==> config.mk <==
export PLATFORM = sky130hd
export DESIGN_NAME = spi_slave_core
export DESIGN_NICKNAME = d
export VERILOG_FILES = /design/src/rtl/spi_slave_core.sv
export SDC_FILE = /design/constraint.sdc
export NUM_CORES = 1
export LEC_CHECK = 0
export CAP_MARGIN = 0
export CORE_MARGIN = 8
export CORE_UTILIZATION = 30
export DETAILED_ROUTE_END_ITERATION = 6
export PLACE_DENSITY_LB_ADDON = 0.15
export SLEW_MARGIN = 20
export SYNTH_ARGS = -nofsm -noshare
export SYNTH_HDL_FRONTEND = slang
export SYNTH_SLANG_ARGS = --single-unit
==> constraint.sdc <==
create_clock -name clk -period 1.75 [get_ports clk]
set_clock_uncertainty 0.1 [all_clocks]
set_input_delay 0.175 -clock clk [delete_from_list [all_inputs] [get_ports clk]]
set_output_delay 0.175 -clock clk [all_outputs]
set_load 0.005 [all_outputs]
==> src/rtl/spi_slave_core.sv <==
// SPI mode-0 responder: synchronises sclk/ss_n/mosi into clk, shifts MSB-first words in and out.
// Optional SPI_SLAVE_UNDERRUN_EN enables the tx_underrun pulse on loads from an empty buffer.
module spi_slave_core #(
  parameter int W           = 8,
  parameter int SYNC_STAGES = 2
) (
  input  logic         clk,
  input  logic         reset,
  input  logic         sclk,
  input  logic         ss_n,
  input  logic         mosi,
  output logic         miso,
  input  logic [W-1:0] tx_data,
  input  logic         tx_valid,
  output logic         tx_ready,
  output logic [W-1:0] rx_data,
  output logic         rx_valid,
  output logic         busy,
  output logic         tx_underrun
);

  localparam int CW = (W > 2) ? $clog2(W) : 1;

  typedef enum logic {IDLE = 1'b0, ACTIVE = 1'b1} state_e;

  logic [SYNC_STAGES-1:0] sclk_sync_q, ss_sync_q, mosi_sync_q;
  logic                   sclk_prev_q;
  state_e                 state_q;
  logic [CW-1:0]          bit_cnt_q;
  logic [W-1:0]           rx_shift_q, tx_shift_q, tx_buf_q, rx_data_q;
  logic                   tx_ready_q, rx_valid_q, miso_q, busy_q;

  logic          sclk_s, ss_s, mosi_s, sclk_rise_s, sclk_fall_s;
  logic          load_s, wr_s;
  logic [W-1:0]  load_word_d, rx_shift_d;

  assign sclk_s      = sclk_sync_q[SYNC_STAGES-1];
  assign ss_s        = ss_sync_q[SYNC_STAGES-1];
  assign mosi_s      = mosi_sync_q[SYNC_STAGES-1];
  assign sclk_rise_s = sclk_s & ~sclk_prev_q;
  assign sclk_fall_s = ~sclk_s & sclk_prev_q;

  // A load happens on select, and on the falling edge that closes each word.
  assign load_s = ~ss_s & ((state_q == IDLE) |
                  ((state_q == ACTIVE) & sclk_fall_s & (bit_cnt_q == {CW{1'b0}})));
  assign wr_s        = tx_valid & tx_ready_q;
  assign load_word_d = tx_ready_q ? {W{1'b0}} : tx_buf_q;
  assign rx_shift_d  = {rx_shift_q[W-2:0], mosi_s};

  always_ff @(posedge clk) begin
    if (reset) begin
      sclk_sync_q <= {SYNC_STAGES{1'b0}};
      ss_sync_q   <= {SYNC_STAGES{1'b1}};
      mosi_sync_q <= {SYNC_STAGES{1'b0}};
      sclk_prev_q <= 1'b0;
    end else begin
      sclk_sync_q <= {sclk_sync_q[SYNC_STAGES-2:0], sclk};
      ss_sync_q   <= {ss_sync_q[SYNC_STAGES-2:0], ss_n};
      mosi_sync_q <= {mosi_sync_q[SYNC_STAGES-2:0], mosi};
      sclk_prev_q <= sclk_s;
    end
  end

  // A write landing with a load refills the buffer, so it stays full.
  always_ff @(posedge clk) begin
    if (reset) begin
      tx_buf_q   <= {W{1'b0}};
      tx_ready_q <= 1'b1;
    end else if (wr_s) begin
      tx_buf_q   <= tx_data;
      tx_ready_q <= 1'b0;
    end else if (load_s) begin
      tx_ready_q <= 1'b1;
    end else begin
      tx_ready_q <= tx_ready_q;
    end
  end

  always_ff @(posedge clk) begin
    if (reset) begin
      state_q    <= IDLE;
      bit_cnt_q  <= {CW{1'b0}};
      rx_shift_q <= {W{1'b0}};
      tx_shift_q <= {W{1'b0}};
      rx_data_q  <= {W{1'b0}};
      rx_valid_q <= 1'b0;
      miso_q     <= 1'b0;
      busy_q     <= 1'b0;
    end else begin
      rx_valid_q <= 1'b0;
      case (state_q)
        IDLE: begin
          bit_cnt_q <= {CW{1'b0}};
          miso_q    <= 1'b0;
          if (load_s) begin
            tx_shift_q <= load_word_d;
            miso_q     <= load_word_d[W-1];
            state_q    <= ACTIVE;
            busy_q     <= 1'b1;
          end
        end
        ACTIVE: begin
          if (ss_s) begin
            state_q    <= IDLE;
            busy_q     <= 1'b0;
            bit_cnt_q  <= {CW{1'b0}};
            rx_shift_q <= {W{1'b0}};
            tx_shift_q <= {W{1'b0}};
            miso_q     <= 1'b0;
          end else if (sclk_rise_s) begin
            rx_shift_q <= rx_shift_d;
            if (bit_cnt_q == CW'(W - 1)) begin
              rx_data_q  <= rx_shift_d;
              rx_valid_q <= 1'b1;
              bit_cnt_q  <= {CW{1'b0}};
            end else begin
              bit_cnt_q <= bit_cnt_q + CW'(1);
            end
          end else if (sclk_fall_s) begin
            if (load_s) begin
              tx_shift_q <= load_word_d;
              miso_q     <= load_word_d[W-1];
            end else begin
              tx_shift_q <= {tx_shift_q[W-2:0], 1'b0};
              miso_q     <= tx_shift_q[W-2];
            end
          end
        end
        default: begin
          state_q <= IDLE;
          busy_q  <= 1'b0;
          miso_q  <= 1'b0;
        end
      endcase
    end
  end

`ifdef SPI_SLAVE_UNDERRUN_EN
  logic underrun_q;

  always_ff @(posedge clk) begin
    if (reset) begin
      underrun_q <= 1'b0;
    end else begin
      underrun_q <= load_s & tx_ready_q;
    end
  end

  assign tx_underrun = underrun_q;
`else
  assign tx_underrun = 1'b0;
`endif

  assign miso     = miso_q;
  assign tx_ready = tx_ready_q;
  assign rx_data  = rx_data_q;
  assign rx_valid = rx_valid_q;
  assign busy     = busy_q;

endmodule

== Word-level counts from Yosys, hierarchy flattened ==
Index checks and enable logic that the tools add are counted.
Cells by class
  add/subtract/negate cells: 1
  multiply operators: 0
  divide/modulo/power cells: 0
  $lt $le $gt $ge: 0
  equal/unequal tests: 6
  shifts and indexed selects: 0
  muxes and demuxes: 27
  bitwise logic cells: 12
  reduce and logical (&&, ||, !) cells: 9
Operator list (count)
  two-way mux 7 bit: 7
  case mux 7 bit (2 select lines): 1
  two-way mux 1 bit: 11
  two-way mux 3 bit: 3
  two-way mux 8 bit: 1
  AND 1 bit: 6
  inequality test 3 x 2 -> 1 bit (second input constant): 2
  case mux 1 bit (2 select lines): 3
  case mux 3 bit (2 select lines): 1
  AND reduction 2 bit: 3
  inverter 1 bit: 5
  inequality test 2 bit (second input constant): 2
  AND reduction 4 bit: 1
  nonzero test 2 bit: 2
  OR reduction 4 bit: 1
  adder 3 x 1 -> 3 bit (second input constant): 1
  equality test 3 bit (second input constant): 1
  logical NOT 3 bit: 1
  inequality test 3 bit (second input constant): 1
  AND reduction 3 bit: 1
  OR 1 bit: 1
Storage, ports and cells
  register bits: 45
  latch bits: 0
  bits in writable memories: 0
  memory bits (read-only): 0
  memories kept: 0

== Longest topological paths before layout ==
  depth in word-level cells: 11
  depth in mapped cells: 6

== Worst setup path after synthesis ==
No wires, ideal clock.
  path type: register to register
  start: reg ss_sync_q[1]
  end: reg tx_shift_q[1]
  library setup time: 0.118 ns
  data arrival time: 1.227 ns
  data required time: 1.532 ns
  path slack: 0.305 ns
  stages on the path, launching flop included: 6
  path buffers: 0
  clock period less this slack: 1.445 ns
  cells stage by stage: dfxtp_1 inv_1 ha_1 a21oi_1 nor2_1 o2bb2ai_1
Between the ends
  cells in the longest elaborated chain, start to end: 7
  elaborated cells on any way between the ends: 11
Ends and longest elaborated chain
  start, declared: line 26  | logic [SYNC_STAGES-1:0] sclk_sync_q, ss_sync_q, mosi_sync_q;
  start signal, assigned: line 53  | ss_sync_q <= {SYNC_STAGES{1'b1}};
  start signal, assigned: line 58  | ss_sync_q <= {ss_sync_q[SYNC_STAGES-2:0], ss_n};
  inverter 1 bit (no source line)
  AND 1 bit: line 44  | assign load_s = ~ss_s & ((state_q == IDLE) |
  two-way mux 7 bit: line 120  | if (load_s) begin
  two-way mux 7 bit: line 119  | end else if (sclk_fall_s) begin
  two-way mux 7 bit: line 110  | end else if (sclk_rise_s) begin
  two-way mux 7 bit: line 103  | if (ss_s) begin
  case mux 7 bit (2 select lines): line 91  | case (state_q)
  end signal, assigned: line 96  | tx_shift_q <= load_word_d;
  end signal, assigned: line 108  | tx_shift_q <= {W{1'b0}};
  end signal, assigned: line 121  | tx_shift_q <= load_word_d;
  end, declared: line 30  | logic [W-1:0] rx_shift_q, tx_shift_q, tx_buf_q, rx_data_q;
Several ways; a longest one is shown, not always the timed one. The select of a mux whose other input is x is not followed.
A chain may end at the register's enable or synchronous reset.

== Worst setup path after layout ==
  start: reg tx_ready_q, in the netlist tx_ready
  end: out tx_ready
RTL lines
  start, declared: line 31  | logic tx_ready_q, rx_valid_q, miso_q, busy_q;
  start signal, assigned: line 75  | tx_ready_q <= tx_ready_q;
  end, declared: line 15  | output logic tx_ready,
No word-level cell between the ends.

==> results.txt <==
Post-synth top cells: 45 x dfxtp_1, 24 x a21oi_1, 23 x nand2_1
Antenna Cells: 0
Core area: 0.005851 mm2
CP cell instances: clkdlybuf4s50_1
Post-synthesis cell count: 198
Layout Area Growth over Synthesis: 26.94%
Synth top area cells: dfxtp_1 50%, a21oi_1 6.7%, nand3_1 5.6%, nor2b_1 4.9%, nand2_1 4.8%
Final Cell Area: 0.002270 mm2
CTS clk-pin slew, worst paths: 0.08 ns
CTS tree: yes
Die width: 93.20 um
Number of port buffers: 25
Multi-input logic area: 809.5 um2
CP max FO: 10
Row count: 28
Critical path class: flip-flop to primary output
RSZ-0062 raised after global routing: no
MaxCap Viol Count: 0
Static leakage: 0.0008618 uW
Primary FF master, synth: dfxtp_1
First-pass GRT wire length: 6417 um
I/O pins: 27
Asr flop ratio synth: 0%
Worst Reg-to-Reg Cells: 5
Peak Freq: 644.2 MHz
Number of global-route vias before repair: 1363
DIE AREA: 0.008686 mm2
Hold crit path type: flip-flop to flip-flop
HPWL after DPL: 2661 um
Crit. End Element: primary output
Fin crit share: 88.70%
Overflow after GRT: 0
CP delay by family, top: buffers and inverters
Hold path depth: 1
Final Critical Period: 1.552 ns
Seq/Total Area, Yosys: 50.38%
Top-count cell post-synth: dfxtp_1
Initial core utilization: 30.56%
CP peak stage delay: 0.54 ns
Worst hold margin: 0.3172 ns
Setup repair bufs after CTS: 0
Syn_area_per_cell: 9.030 um2
Fill count: 610
Worst Path Arrival: 1.28 ns
Reg2reg start: ss_sync_q[1]
Nets: 247
HP Start: ss_sync_q[0]
Die height: 93.20 um
DR iter-0 viols: 56
Status: finished, final reports clean
Antenna violations before repair: 0
Hold_buf cts: 0
Largest net degree at the start of global routing: 24
CTS Sinks: 45
WL/cell: 12.27 um
Top cell type's share of synthesized area: 50.38%
Hold Fails Final Rpt: 0
Mapped Area: 0.001788 mm2
Post-Syn Nets: 218
CTS resizes: 0
Drt first pass iters: 4
CTS Buf Count: 5
Global Route Usage Sum: 9.184%
Cell taking the most area after synthesis: dfxtp_1
Total Neg Setup Slack: 0 ns
Synth cell types: 28
Slowest-stage cell, CP: clkdlybuf4s50_1
Warnings from Yosys: 0
Crit start category: flip-flop
Post-synth EDFFs: 0
Reg2Reg Capture Point: tx_shift_q[4]
Gpl congestion: 0.7822
Post-route DRC: 0
Clock buffer depth: 2
Via-per-instance ratio: 4.581
CP required: 1.47 ns
Origin of the worst setup path: tx_ready
ANT nets after route: 0
Root Buffer: clkbuf_8
Final Setup Violations: 0
Layout cells sized above 1: 9.649%
Drt total wl: 3718 um
H-tree Lvls: 2
VDD IR max: 0.4169 mV
Finished Core Util: 38.79%
Clk_lat worst skew: 0.29 ns
Crit path buf inv count: 1
Routed vias: 1388
Slew Limit Fails: 0
Placed cell areas: 0.002133 mm2
Pwr dens: 926.6 mW/mm2
Reg area: 903.4 um2
Yosys reg bits: 45
R2R setup slack: 0.23 ns
Hold worst-path end: ss_sync_q[1]
==> worst max-delay path by stage <==
| stage | to | cells past startpoint |
|---|---|---|
| final | tx_ready | 1 |
| after global routing | tx_shift_q[4] | 5 |
| after CTS | tx_ready | 1 |
| after detailed placement | tx_shift_q[4] | 5 |
| after global placement | tx_shift_q[6] | 5 |
| after floorplan | tx_shift_q[1] | 5 |
==> power by group <==
group / switching [uW] / total, uW / internal [uW]
Clock: 343 / 909 / 567
Sequential: 16.6 / 1060 / 1050
Combinational: 63.2 / 130 / 67.3
Total: 422 / 2100 / 1680
==> cell usage in the layout, fill, tap and decap left out, drive strengths merged <==
| cell | instances |
|---|---|
| clkbuf | 5 |
| bufinv | 2 |
| nand3 | 20 |
| mux2i | 6 |
| o2111ai | 1 |
| inv | 5 |
| nand2 | 25 |
| o21ai | 2 |
| clkinv | 1 |
| or2 | 2 |
| conb | 1 |
| dfxtp | 45 |
| o211a | 1 |
| a221o | 1 |
| a21oi | 24 |
| nor2 | 14 |
| a22oi | 7 |
| and3 | 1 |
| nand2b | 3 |
| nor2b | 14 |
| a31oi | 1 |
| nand4bb | 1 |
| and4bb | 1 |
| buf | 8 |
| ha | 6 |
| o2bb2ai | 6 |
| clkdlybuf4s50 | 25 |
==> through the flow <==
stage | cells | setup WS [ns] | total power (uW)
CTS | 303 | 0.01974 | 2142
global placement | 295 | 0.1883 | 1220
finish | 303 | 0.1977 | 2103
global route | 303 | 0.08201 | 2206
detailed placement | 295 | 0.1480 | 1219
floorplan | 198 | 0.3051 | 1156
==> state kept, by name, indices dropped and copies added, names as in the netlist, 2 cells and up <==
| signal | count |
|---|---|
| bit_cnt_q | 3 |
| mosi_sync_q | 2 |
| rx_data | 8 |
| rx_shift_q | 7 |
| sclk_sync_q | 2 |
| ss_sync_q | 2 |
| tx_buf_q | 8 |
| tx_shift_q | 7 |
==> cell type report <==
| cell class | instances | share of cell area (%) |
|---|---|---|
| inverters | 5 | 0.8269 |
| well taps | 75 | 4.135 |
| clock buffers | 5 | 3.032 |
| flip-flops and latches | 45 | 39.80 |
| multi-input cells | 137 | 35.67 |
| clock inverters | 3 | 2.867 |
| repair buffers | 33 | 13.67 |
==> routing by layer <==
layer,GRT usage (%),share of wire [%],vias to the layer above
li1,-,-,738
met1,11.97,50,623
met2,13.61,45,22
met3,2.324,3.7,5
met4,4.832,1.7,0
met5,0,0,-
==> kinds of logic (layout without fill, tap and decap cells) <==
group                    count (synthesis)  after routing  share of synthesized area (%)
AO/OA/AOI/OAI                           43             43                          15.12
adder cells (fa/ha/maj)                  6              6                          4.199
buffers and inverters                   16             46                          4.338
flip-flops                              45             45                          50.38
multiplexers                             6              6                          3.359
other                                    1              1                         0.2097
AND/OR/NAND/NOR                         81             81                          22.39
(Power assumes the default switching activity.)
